### src/rtl/unidad_de_control_pkg.sv
// Shared definitions for the multi-cycle control unit: opcodes, FSM states,
// ALU select codes and the bundle of control strobes produced every cycle.
package unidad_de_control_pkg;

  typedef enum logic [2:0] {
    OP_NOP = 3'b000,
    OP_ADD = 3'b001,
    OP_SUB = 3'b010,
    OP_AND = 3'b011,
    OP_LDI = 3'b100,
    OP_LD  = 3'b101,
    OP_ST  = 3'b110,
    OP_JZ  = 3'b111
  } opcode_t;

  typedef enum logic [2:0] {
    ST_FETCH  = 3'd0,
    ST_DECODE = 3'd1,
    ST_EXEC   = 3'd2,
    ST_MEM    = 3'd3,
    ST_WB     = 3'd4
  } estado_t;

  localparam logic [1:0] ALU_ADD    = 2'b00;
  localparam logic [1:0] ALU_SUB    = 2'b01;
  localparam logic [1:0] ALU_AND    = 2'b10;
  localparam logic [1:0] ALU_PASS_B = 2'b11;

  typedef struct packed {
    logic       carga_ir;
    logic       inc_pc;
    logic       carga_pc;
    logic [1:0] sel_alu;
    logic       sel_inm;
    logic       esc_reg;
    logic       mem_req;
    logic       mem_esc;
  } control_t;

  localparam control_t CONTROL_NULO = '0;

  function automatic logic es_op_alu(input opcode_t op);
    return (op == OP_ADD) || (op == OP_SUB) || (op == OP_AND);
  endfunction

  function automatic logic [1:0] alu_de_opcode(input opcode_t op);
    logic [1:0] sel;
    case (op)
      OP_ADD:  sel = ALU_ADD;
      OP_SUB:  sel = ALU_SUB;
      OP_AND:  sel = ALU_AND;
      default: sel = ALU_PASS_B;
    endcase
    return sel;
  endfunction

endpackage

### src/rtl/unidad_de_control_if.sv
// Signal bundle between the control unit (master) and the datapath/IR/memory
// side (slave). Field names follow the instruction-register conventions.
interface unidad_de_control_if #(
  parameter int DATA_W = 8,
  parameter int REG_W  = 3
);

  logic [2:0]          i_Instruccion;
  logic [2*REG_W-1:0]  i_Operandos;
  logic [DATA_W-1:0]   i_Direccionamiento_inmediato;
  logic                i_Bandera_cero;
  logic                i_Mem_Listo;

  logic                o_Carga_IR;
  logic                o_Inc_PC;
  logic                o_Carga_PC;
  logic [1:0]          o_Sel_ALU;
  logic                o_Sel_Inm;
  logic                o_Esc_Reg;
  logic [REG_W-1:0]    o_Dir_RA;
  logic [REG_W-1:0]    o_Dir_RB;
  logic [DATA_W-1:0]   o_Dato_Inm;
  logic                o_Mem_Req;
  logic                o_Mem_Esc;
  logic                o_Error;

  modport master (
    input  i_Instruccion, i_Operandos, i_Direccionamiento_inmediato,
           i_Bandera_cero, i_Mem_Listo,
    output o_Carga_IR, o_Inc_PC, o_Carga_PC, o_Sel_ALU, o_Sel_Inm, o_Esc_Reg,
           o_Dir_RA, o_Dir_RB, o_Dato_Inm, o_Mem_Req, o_Mem_Esc, o_Error
  );

  modport slave (
    output i_Instruccion, i_Operandos, i_Direccionamiento_inmediato,
           i_Bandera_cero, i_Mem_Listo,
    input  o_Carga_IR, o_Inc_PC, o_Carga_PC, o_Sel_ALU, o_Sel_Inm, o_Esc_Reg,
           o_Dir_RA, o_Dir_RB, o_Dato_Inm, o_Mem_Req, o_Mem_Esc, o_Error
  );

endinterface

### src/rtl/unidad_de_control_contador_espera_mem.sv
// Memory wait counter: cleared outside MEM, counts MEM cycles and flags the
// cycle in which the MEM_TIMEOUT-th wait cycle is being spent.
module contador_espera_mem #(
  parameter int MEM_TIMEOUT = 15
) (
  input  logic clk,
  input  logic rst_n,
  input  logic clear,
  input  logic enable,
  output logic timeout
);

  localparam int CNT_W = $clog2(MEM_TIMEOUT + 1);
  localparam logic [CNT_W-1:0] LIMITE = CNT_W'(MEM_TIMEOUT - 1);

  logic [CNT_W-1:0] cuenta;

  // Saturates at the limit so a stalled FSM can never wrap back to zero.
  always_ff @(posedge clk or negedge rst_n) begin
    if (!rst_n) begin
      cuenta <= '0;
    end else if (clear) begin
      cuenta <= '0;
    end else if (enable && !timeout) begin
      cuenta <= cuenta + 1'b1;
    end
  end

  assign timeout = (cuenta >= LIMITE);

endmodule

### src/rtl/unidad_de_control.sv
// Multi-cycle control FSM: FETCH/DECODE/EXEC plus MEM/WB for loads and stores,
// with instruction fields latched at the end of DECODE and a sticky timeout flag.
module unidad_de_control
  import unidad_de_control_pkg::*;
#(
  parameter int DATA_W      = 8,
  parameter int REG_W       = 3,
  parameter int MEM_TIMEOUT = 15
) (
  input  logic                  i_Timming,
  input  logic                  i_Rst,
  unidad_de_control_if.master   bus
);

  estado_t             estado_q;
  estado_t             estado_d;
  opcode_t             op_q;
  logic [REG_W-1:0]    ra_q;
  logic [REG_W-1:0]    rb_q;
  logic [DATA_W-1:0]   imm_q;
  logic                error_q;
  logic                fija_error;
  logic                timeout;
  logic                en_mem;
  control_t            ctl;

  assign en_mem = (estado_q == ST_MEM);

  contador_espera_mem #(
    .MEM_TIMEOUT (MEM_TIMEOUT)
  ) u_contador (
    .clk     (i_Timming),
    .rst_n   (i_Rst),
    .clear   (!en_mem),
    .enable  (en_mem),
    .timeout (timeout)
  );

  always_ff @(posedge i_Timming or negedge i_Rst) begin
    if (!i_Rst) begin
      estado_q <= ST_FETCH;
    end else begin
      estado_q <= estado_d;
    end
  end

  // Fields are captured only on the DECODE->next edge so later IR traffic is ignored.
  always_ff @(posedge i_Timming or negedge i_Rst) begin
    if (!i_Rst) begin
      op_q  <= OP_NOP;
      ra_q  <= '0;
      rb_q  <= '0;
      imm_q <= '0;
    end else if (estado_q == ST_DECODE) begin
      op_q  <= opcode_t'(bus.i_Instruccion);
      ra_q  <= bus.i_Operandos[2*REG_W-1:REG_W];
      rb_q  <= bus.i_Operandos[REG_W-1:0];
      imm_q <= bus.i_Direccionamiento_inmediato;
    end
  end

  always_ff @(posedge i_Timming or negedge i_Rst) begin
    if (!i_Rst) begin
      error_q <= 1'b0;
    end else if (fija_error) begin
      error_q <= 1'b1;
    end
  end

  always_comb begin
    estado_d   = estado_q;
    ctl        = CONTROL_NULO;
    fija_error = 1'b0;
    case (estado_q)
      ST_FETCH: begin
        ctl.carga_ir = 1'b1;
        ctl.inc_pc   = 1'b1;
        estado_d     = ST_DECODE;
      end
      ST_DECODE: begin
        case (opcode_t'(bus.i_Instruccion))
          OP_NOP:        estado_d = ST_FETCH;
          OP_LD, OP_ST:  estado_d = ST_MEM;
          default:       estado_d = ST_EXEC;
        endcase
      end
      ST_EXEC: begin
        if (es_op_alu(op_q)) begin
          ctl.sel_alu = alu_de_opcode(op_q);
          ctl.esc_reg = 1'b1;
        end else if (op_q == OP_LDI) begin
          ctl.sel_alu = ALU_PASS_B;
          ctl.sel_inm = 1'b1;
          ctl.esc_reg = 1'b1;
        end else if (op_q == OP_JZ) begin
          // The zero flag is the only input allowed to reach an output directly.
          ctl.carga_pc = bus.i_Bandera_cero;
        end
        estado_d = ST_FETCH;
      end
      ST_MEM: begin
        ctl.mem_req = 1'b1;
        ctl.mem_esc = (op_q == OP_ST);
        if (bus.i_Mem_Listo) begin
          estado_d = (op_q == OP_LD) ? ST_WB : ST_FETCH;
        end else if (timeout) begin
          fija_error = 1'b1;
          estado_d   = ST_FETCH;
        end
      end
      ST_WB: begin
        ctl.sel_alu = ALU_PASS_B;
        ctl.esc_reg = 1'b1;
        estado_d    = ST_FETCH;
      end
      default: begin
        estado_d = ST_FETCH;
      end
    endcase
  end

  // Strobes are gated by reset so everything reads zero while reset is held.
  assign bus.o_Carga_IR = ctl.carga_ir & i_Rst;
  assign bus.o_Inc_PC   = ctl.inc_pc   & i_Rst;
  assign bus.o_Carga_PC = ctl.carga_pc & i_Rst;
  assign bus.o_Sel_ALU  = ctl.sel_alu  & {2{i_Rst}};
  assign bus.o_Sel_Inm  = ctl.sel_inm  & i_Rst;
  assign bus.o_Esc_Reg  = ctl.esc_reg  & i_Rst;
  assign bus.o_Mem_Req  = ctl.mem_req  & i_Rst;
  assign bus.o_Mem_Esc  = ctl.mem_esc  & i_Rst;
  assign bus.o_Dir_RA   = ra_q;
  assign bus.o_Dir_RB   = rb_q;
  assign bus.o_Dato_Inm = imm_q;
  assign bus.o_Error    = error_q;

endmodule

### src/flat_wrapper.sv
// flat-port wrapper written by rule: the top's interface ports become plain ports
module unidad_de_control_flat import unidad_de_control_pkg::*;
#(
  parameter int DATA_W      = 8,
  parameter int REG_W       = 3,
  parameter int MEM_TIMEOUT = 15
)
  (i_Timming, i_Rst, bus_i_Instruccion, bus_i_Operandos, bus_i_Direccionamiento_inmediato, bus_i_Bandera_cero, bus_i_Mem_Listo, bus_o_Carga_IR, bus_o_Inc_PC, bus_o_Carga_PC, bus_o_Sel_ALU, bus_o_Sel_Inm, bus_o_Esc_Reg, bus_o_Dir_RA, bus_o_Dir_RB, bus_o_Dato_Inm, bus_o_Mem_Req, bus_o_Mem_Esc, bus_o_Error);
  unidad_de_control_if #(.DATA_W(DATA_W), .REG_W(REG_W)) bus_i ();
  input  logic i_Timming;
  input  logic i_Rst;
  input wire logic [$bits(bus_i.i_Instruccion)-1:0] bus_i_Instruccion;
  input wire logic [$bits(bus_i.i_Operandos)-1:0] bus_i_Operandos;
  input wire logic [$bits(bus_i.i_Direccionamiento_inmediato)-1:0] bus_i_Direccionamiento_inmediato;
  input wire logic [$bits(bus_i.i_Bandera_cero)-1:0] bus_i_Bandera_cero;
  input wire logic [$bits(bus_i.i_Mem_Listo)-1:0] bus_i_Mem_Listo;
  output wire logic [$bits(bus_i.o_Carga_IR)-1:0] bus_o_Carga_IR;
  output wire logic [$bits(bus_i.o_Inc_PC)-1:0] bus_o_Inc_PC;
  output wire logic [$bits(bus_i.o_Carga_PC)-1:0] bus_o_Carga_PC;
  output wire logic [$bits(bus_i.o_Sel_ALU)-1:0] bus_o_Sel_ALU;
  output wire logic [$bits(bus_i.o_Sel_Inm)-1:0] bus_o_Sel_Inm;
  output wire logic [$bits(bus_i.o_Esc_Reg)-1:0] bus_o_Esc_Reg;
  output wire logic [$bits(bus_i.o_Dir_RA)-1:0] bus_o_Dir_RA;
  output wire logic [$bits(bus_i.o_Dir_RB)-1:0] bus_o_Dir_RB;
  output wire logic [$bits(bus_i.o_Dato_Inm)-1:0] bus_o_Dato_Inm;
  output wire logic [$bits(bus_i.o_Mem_Req)-1:0] bus_o_Mem_Req;
  output wire logic [$bits(bus_i.o_Mem_Esc)-1:0] bus_o_Mem_Esc;
  output wire logic [$bits(bus_i.o_Error)-1:0] bus_o_Error;
  assign bus_i.i_Instruccion = bus_i_Instruccion;
  assign bus_i.i_Operandos = bus_i_Operandos;
  assign bus_i.i_Direccionamiento_inmediato = bus_i_Direccionamiento_inmediato;
  assign bus_i.i_Bandera_cero = bus_i_Bandera_cero;
  assign bus_i.i_Mem_Listo = bus_i_Mem_Listo;
  assign bus_o_Carga_IR = bus_i.o_Carga_IR;
  assign bus_o_Inc_PC = bus_i.o_Inc_PC;
  assign bus_o_Carga_PC = bus_i.o_Carga_PC;
  assign bus_o_Sel_ALU = bus_i.o_Sel_ALU;
  assign bus_o_Sel_Inm = bus_i.o_Sel_Inm;
  assign bus_o_Esc_Reg = bus_i.o_Esc_Reg;
  assign bus_o_Dir_RA = bus_i.o_Dir_RA;
  assign bus_o_Dir_RB = bus_i.o_Dir_RB;
  assign bus_o_Dato_Inm = bus_i.o_Dato_Inm;
  assign bus_o_Mem_Req = bus_i.o_Mem_Req;
  assign bus_o_Mem_Esc = bus_i.o_Mem_Esc;
  assign bus_o_Error = bus_i.o_Error;
  unidad_de_control #(.DATA_W(DATA_W), .REG_W(REG_W), .MEM_TIMEOUT(MEM_TIMEOUT)) u_core (.i_Timming(i_Timming), .i_Rst(i_Rst), .bus(bus_i));
endmodule
### config.mk
export PLATFORM = sky130hd
export DESIGN_NAME = unidad_de_control_flat
export DESIGN_NICKNAME = d
export VERILOG_FILES = /design/src/rtl/unidad_de_control_pkg.sv /design/src/rtl/unidad_de_control_if.sv /design/src/rtl/unidad_de_control_contador_espera_mem.sv /design/src/rtl/unidad_de_control.sv /design/src/flat_wrapper.sv
export SDC_FILE = /design/constraint.sdc
export NUM_CORES = 1
export LEC_CHECK = 0
export BUFFER_PORTS_ARGS = -buffer_cell sky130_fd_sc_hd__buf_2
export CAP_MARGIN = 20
export CORE_UTILIZATION = 47
export DETAILED_ROUTE_END_ITERATION = 12
export GPL_TIMING_DRIVEN = 0
export PLACE_DENSITY = 0.82
export SYNTH_ARGS = -nofsm -noshare
export SYNTH_HDL_FRONTEND = slang
export SYNTH_SLANG_ARGS = --single-unit
export TNS_END_PERCENT = 30
### constraint.sdc
create_clock -name i_Timming -period 1.77 [get_ports i_Timming]
set_clock_uncertainty 0.15 [all_clocks]
set_input_delay 0.354 -clock i_Timming [delete_from_list [all_inputs] [get_ports i_Timming]]
set_output_delay 0.354 -clock i_Timming [all_outputs]
set_load 0.02 [all_outputs]
After elaboration in Yosys (flattened, before gate mapping)
Cells that the tools add are included.
W data, S select, Z words.
{"block": "totals", "ff_bits": 25, "input_bits": 21, "output_inout_bits": 24, "elab_cells": 63}
{"block": "op_classes", "n_addsub": 1, "order_cmp": 1, "eq_ne": 15, "mux": 24, "bitwise": 8, "reduce_logical": 7}
{"operator": "$eq A3 B3 Y1 const B", "count": 7}
{"operator": "$eq A3 B2 Y1 const B", "count": 4}
{"operator": "$mux W4", "count": 3}
{"operator": "$mux W1", "count": 10}
{"operator": "$mux W3", "count": 3}
{"operator": "$pmux W3 S3", "count": 1}
{"operator": "$pmux W2 S2", "count": 2}
{"operator": "$and A1 B1 Y1", "count": 7}
{"operator": "$eq A3 B1 Y1 const B", "count": 2}
{"operator": "$logic_not A3 Y1", "count": 2}
{"operator": "$mux W2", "count": 3}
{"operator": "$pmux W2 S3", "count": 1}
{"operator": "$add A4 B1 Y4 const B", "count": 1}
{"operator": "$ge A4 B4 Y1 const B", "count": 1}
{"operator": "$ne A3 B2 Y1 const B", "count": 1}
{"operator": "$and A2 B2 Y2", "count": 1}
{"operator": "$logic_or A1 B1 Y1", "count": 2}
{"operator": "$ne A2 B1 Y1 const B", "count": 1}
{"operator": "$pmux W1 S2", "count": 1}
{"operator": "$reduce_or A2 Y1", "count": 1}
{"operator": "$logic_and A1 B1 Y1", "count": 1}
{"operator": "$logic_not A1 Y1", "count": 1}

Logic depth before layout (Yosys ltp)
{"block": "depth", "depth_word": 6, "depth_mapped": 6, "mapped_depth_nobuf": 5}

Hierarchy
A second synthesis with hierarchy kept.
{"block": "unflattened", "hier_cells": 101, "area_unflattened_um2": 1265.0}
{"module": "unidad_de_control", "instances": 1, "cells_each": 79, "area_each_um2": 1033.5, "seq_area_each_um2": 525.5}
{"module": "contador_espera_mem", "instances": 1, "cells_each": 22, "area_each_um2": 231.5, "seq_area_each_um2": 100.1}

Worst setup path before layout
No wires, ideal clock.
{"block": "synth_timing", "path_type": "reg-to-output", "startpoint": "reg u_core.estado_q[2]", "endpoint": "out bus_o_Esc_Reg", "arrival_ps": 1480, "required_ps": 1266, "slack_ps": -214, "path_stages_with_launch": 4, "path_buffers": 0, "path_cell_list": "dfrtp_1 > nand2b_4 > or3b_4 > o21ai_0"}
{"block": "synth_via", "elab_chain_len": 3, "elab_cells_between_ends": 4, "cone_classes": "eq/ne (2); mux (1); bitwise (1)"}
{"element": "start: declaration", "line_no": "unidad_de_control.sv:15", "rtl": "estado_t estado_q;"}
{"element": "start signal: assignment", "line_no": "unidad_de_control.sv:43", "rtl": "estado_q <= estado_d;"}
{"element": "$eq A3 B3 Y1 / $eq A3 B2 Y1 (equally long branches)", "line_no": "unidad_de_control.sv:74", "rtl": "case (estado_q)"}
{"element": "$pmux W1 S2 *", "line_no": "unidad_de_control.sv:74"}
{"element": "$and A1 B1 Y1 *", "line_no": "unidad_de_control.sv:128", "rtl": "assign bus.o_Esc_Reg = ctl.esc_reg & i_Rst;"}
{"element": "end: declaration", "line_no": "flat_wrapper.sv:22", "rtl": "output wire logic [$bits(bus_i.o_Esc_Reg)-1:0] bus_o_Esc_Reg;"}
Mark *: on every way between the ends. The rest lies on a longest branch, timed or not.

Worst setup path in the final report
Ends and elaborated chain as after synthesis.

==> impl.org <==
** Status
- Outcome :: complete, but fails checks
- Violations in the final reports :: setup timing

** Floorplan
- Placeable Area :: roughly 2300 µm²
- The die covers 2700 µm².
- Row generation in the floorplan step produced 17 rows.
- The initial utilization of the core area, before any placement, comes to 0.515.
- Die X-Extent :: 51.9 µm
- From bottom edge to top edge, the die measures 51.9 µm.
- I/O Pins :: between 40 and 50

** Detailed routing
- Pre-antenna DRT Iters :: 4
- Summed over all layers, the routed wires come to about 2.2 mm.
- Number of design rule violations left after detail routing :: 0
- Count of routing violations after the opening detailed-route iteration :: 17
- After detailed routing, the number of vias per cell comes to 5.17.
- The routed layout has 890 vias.
- The count of nets left with antenna violations once routing finished came out at 0.
- Post-detailed-route wirelength per cell :: 13.0 µm

** Clock network
- CTS H-tree lvls :: 1
- CTS placed an instance of sky130_fd_sc_hd__clkbuf_4 at the clock tree root.
- TritonCTS built the clock tree.
- Latest clock arrival within the worst-skew pair :: about 0.31 ns
- Largest buffer count on any clock path :: 2
- Buffers inserted during clock tree synthesis total 3.
- Counting every sink on the clock net gives 25.
- After clock tree synthesis, the clock-pin slew on the worst setup and hold paths is 0.13 ns.

** Logic synthesis
- Yosys mapped a number of flops with a built-in enable equal to 0.
- Warning count from the yosys run :: 0
- Summing every instance area after synthesis gives 1170 µm².
- Register area share after synthesis :: 0.534
- After synthesis, the mean cell area works out to 12.7 µm².
- In the synthesized netlist the async set-or-reset flop fraction comes to 1.00.
- Leading cell types by count after synthesis :: 25 x sky130_fd_sc_hd__dfrtp_1, 17 x sky130_fd_sc_hd__mux2_2, 10 x sky130_fd_sc_hd__nor2_1
- Yosys attributes the largest share of cell area to sky130_fd_sc_hd__dfrtp_1 53%, sky130_fd_sc_hd__mux2_2 16%, sky130_fd_sc_hd__nor2_1 3.2%.
- The share of synthesized area in the top cell type comes to 0.534.
- Flip-flop and latch count after synthesis :: 25
- sky130_fd_sc_hd__dfrtp_1 is the most common cell in the netlist.
- Net count of the mapped netlist :: between 100 and 150
- The number of different library cells used by synthesis comes to 31.
- Yosys top cell by area :: sky130_fd_sc_hd__dfrtp_1
- Post-Synthesis Cells :: 92
- In the synthesized netlist the dominant register cell turns out to be sky130_fd_sc_hd__dfrtp_1.

** Setup path
- Top Family by Delay on Critical Path :: simple AND/OR/NAND/NOR gates
- Path type of the worst setup path :: flip-flop to output port
- Critical path cell sequence :: nand2b_4 > or3b_4 > o21ai_1 > buf_4
- Cells on worst reg2reg path :: 5
- Crit-path max cell delay :: around 0.4 ns
- STA puts the critical path data arrival time at 1.64 ns.
- Maximum fanout count along the critical path :: 5
- In this run the number of cells on the critical path is 4.
- Type of element launching the critical path :: flip-flop
- The largest individual stage delay along the critical path comes from the cell sky130_fd_sc_hd__dfrtp_1.
- Buffering stage count on the worst path with inverters included :: 1
- Data on the critical path is required at its endpoint by 1.27 ns.
- STA classifies the critical path endpoint as an output port.

** Hold path
- The tightest min-delay check is of the primary input to flip-flop type.
- Cell depth of the worst min-delay path :: 2

** Final layout
- Utilization after layout :: 0.692
- Finished Layout Cells :: around 170
- The final layout contains approximately 170 nets.
- Area Growth Syn to Fin :: 34.4%
- Antenna diode instance count :: 0
- In the final layout, the share of cells above drive strength 1 is 0.563.

** Power
- Pwr dens :: 1640 nW/µm²
- The analysis attributes to cell leakage a power of 0.000739 µW.
- Maximum vdd drop :: 1150 µV

** Placed design
- At the end of routability-driven placement, the weighted congestion stood at 0.726.
- HPWL Detailed :: 1.58 mm
- Prior to clock tree synthesis, the placed netlist has a worst setup slack of -0.562 ns.
- Placed cell count :: around 160
- During placement, the flow inserted port buffers numbering 44.

** Global route
- GRT Total Usage :: 0.189
- Wire length of the first global-routing pass :: 3.73 mm
- Entering global routing, the biggest net connects 26 pins.
- Antenna violations before repair :: 0
- Summed over all layers, the global routing overflow is 0.
- Vias in the first global route :: about 860

** STA
- Upper clock frequency limit :: roughly 0.47 GHz
- After layout, the minimum clock period comes to between 2 and 2.5 ns.
- Total of endpoints with negative setup slack in the final report :: 8
- Dividing the final minimum period by the clock period gives 1.21.
- After layout, the worst setup slack is -0.377 ns.
- Number of pins exceeding their max-slew limit in the final report :: 0
- Hold slack :: 0.0872 ns
- Summed over all failing endpoints, the final setup total negative slack is -1.91 ns.
- Worst max-slew margin expressed relative to the limit :: 0.769
- Unrepaired setup endpoints after global routing :: yes
- Fin. Hold Viols :: 0
- Tightest Pin Transition :: 0.347 ns

** Job
- Max-cap violations in this run came to 0.
[where the power goes]
group | leakage, µW | internal [µW] | total, µW | switching, µW
clock network | 0.0000177 | 84.6 | 253 | 168
registers | 0.000298 | 812 | 980 | 168
logic | 0.000423 | 656 | 1350 | 694
[timing repair]
item	4_1_cts	5_1_grt
buffers inserted	2	0
gates resized for setup	15	6
hold buffers	2	0
hold endpoints to repair	25	0
cloned	0	0
endpoints found under the setup margin	9	11
pin swaps	4	2
[per-layer routing]
| metal | global-route usage | routed length, µm | vias to the layer above |
|---|---|---|---|
| met5 | 0 | 0 | - |
| met1 | 0.244 | 1010 | 417 |
| li1 | - | - | 432 |
| met2 | 0.321 | 1100 | 34 |
| met4 | 0.0631 | 20 | 0 |
| met3 | 0.0292 | 99 | 7 |
[per-stage QoR]
stage                     total power, µW  cell area [µm²]
after floorplan                      1930             1180
after global placement               2220             1440
after detailed placement             2270             1440
after CTS                            2590             1560
after global routing                 2750             1580
final                                2580             1580
[final timing paths]
kind	start	end	slack, ns
min in group asynchronous	i_Rst	u_core.bus.o_Error$_DFFE_PN0P_	0.43
min	bus_i_Mem_Listo	u_core.bus.o_Error$_DFFE_PN0P_	0.09
max in group asynchronous	i_Rst	u_core.estado_q[0]$_DFFE_PN0P_	0.89
max	u_core.estado_q[2]$_DFFE_PN0P_	bus_o_Esc_Reg	-0.38
max reg2reg	u_core.u_contador.cuenta[0]$_DFFE_PN0P_	u_core.estado_q[0]$_DFFE_PN0P_	0.05
min reg2reg	u_core.bus.o_Error$_DFFE_PN0P_	u_core.bus.o_Error$_DFFE_PN0P_	0.32
[worst register-to-register path: cells and delay by family (launching register included)]
kind / cells / cell delay, ns
simple gates: 1 / 0.41
flops: 1 / 0.43
buf+inv: 1 / 0.06
fa+ha+maj: 1 / 0.22
compound gates: 2 / 0.35
[flip-flops by register name, indices dropped and copies added, names as in the netlist]
signal,count
u_core.bus.o_Dato_Inm,8
u_core.bus.o_Dir_RA,3
u_core.bus.o_Dir_RB,3
u_core.bus.o_Error,1
u_core.estado_q,3
u_core.op_q,3
u_core.u_contador.cuenta,4
[cell usage in the layout (no fill, tap or decap), types with 2 or more instances in the layout]
cell type and n:
sky130_fd_sc_hd__buf_4 11, sky130_fd_sc_hd__ha_1 2, sky130_fd_sc_hd__clkbuf_4 3, sky130_fd_sc_hd__o31ai_1 2
sky130_fd_sc_hd__nand2_1 3, sky130_fd_sc_hd__o21ai_1 2, sky130_fd_sc_hd__dfrtp_1 23, sky130_fd_sc_hd__a21oi_1 2
sky130_fd_sc_hd__nor2_1 9, sky130_fd_sc_hd__buf_2 34, sky130_fd_sc_hd__xor2_1 2, sky130_fd_sc_hd__inv_1 2
sky130_fd_sc_hd__nand3_1 2, sky130_fd_sc_hd__dfrtp_2 2, sky130_fd_sc_hd__buf_6 4, sky130_fd_sc_hd__xnor2_1 3
sky130_fd_sc_hd__mux2_2 17
[cell type report]
class                      instances  area (µm²)
buffer                             5        45.0
clock buffer                       3        22.5
clock inverter                     1        5.00
fill                             156         701
inverter                           2        7.51
multi-input combinational         60         531
sequential                        25         628
tap                               28        35.0
timing repair buffer              48         302
[kinds of logic (layout without fill, tap and decap cells)]
| group | Yosys count | after routing | synth area share |
|---|---|---|---|
| adders and majority gates | 2 | 2 | 0.0213 |
| muxes | 17 | 17 | 0.163 |
| buffers and inverters | 7 | 59 | 0.0448 |
| DFF | 25 | 25 | 0.534 |
| AOI/OAI and AO/OA | 11 | 11 | 0.0704 |
| xor gates and xnor gates | 5 | 5 | 0.0374 |
| and+or+nand+nor | 25 | 25 | 0.129 |
Power figures use the tool's default switching activity.
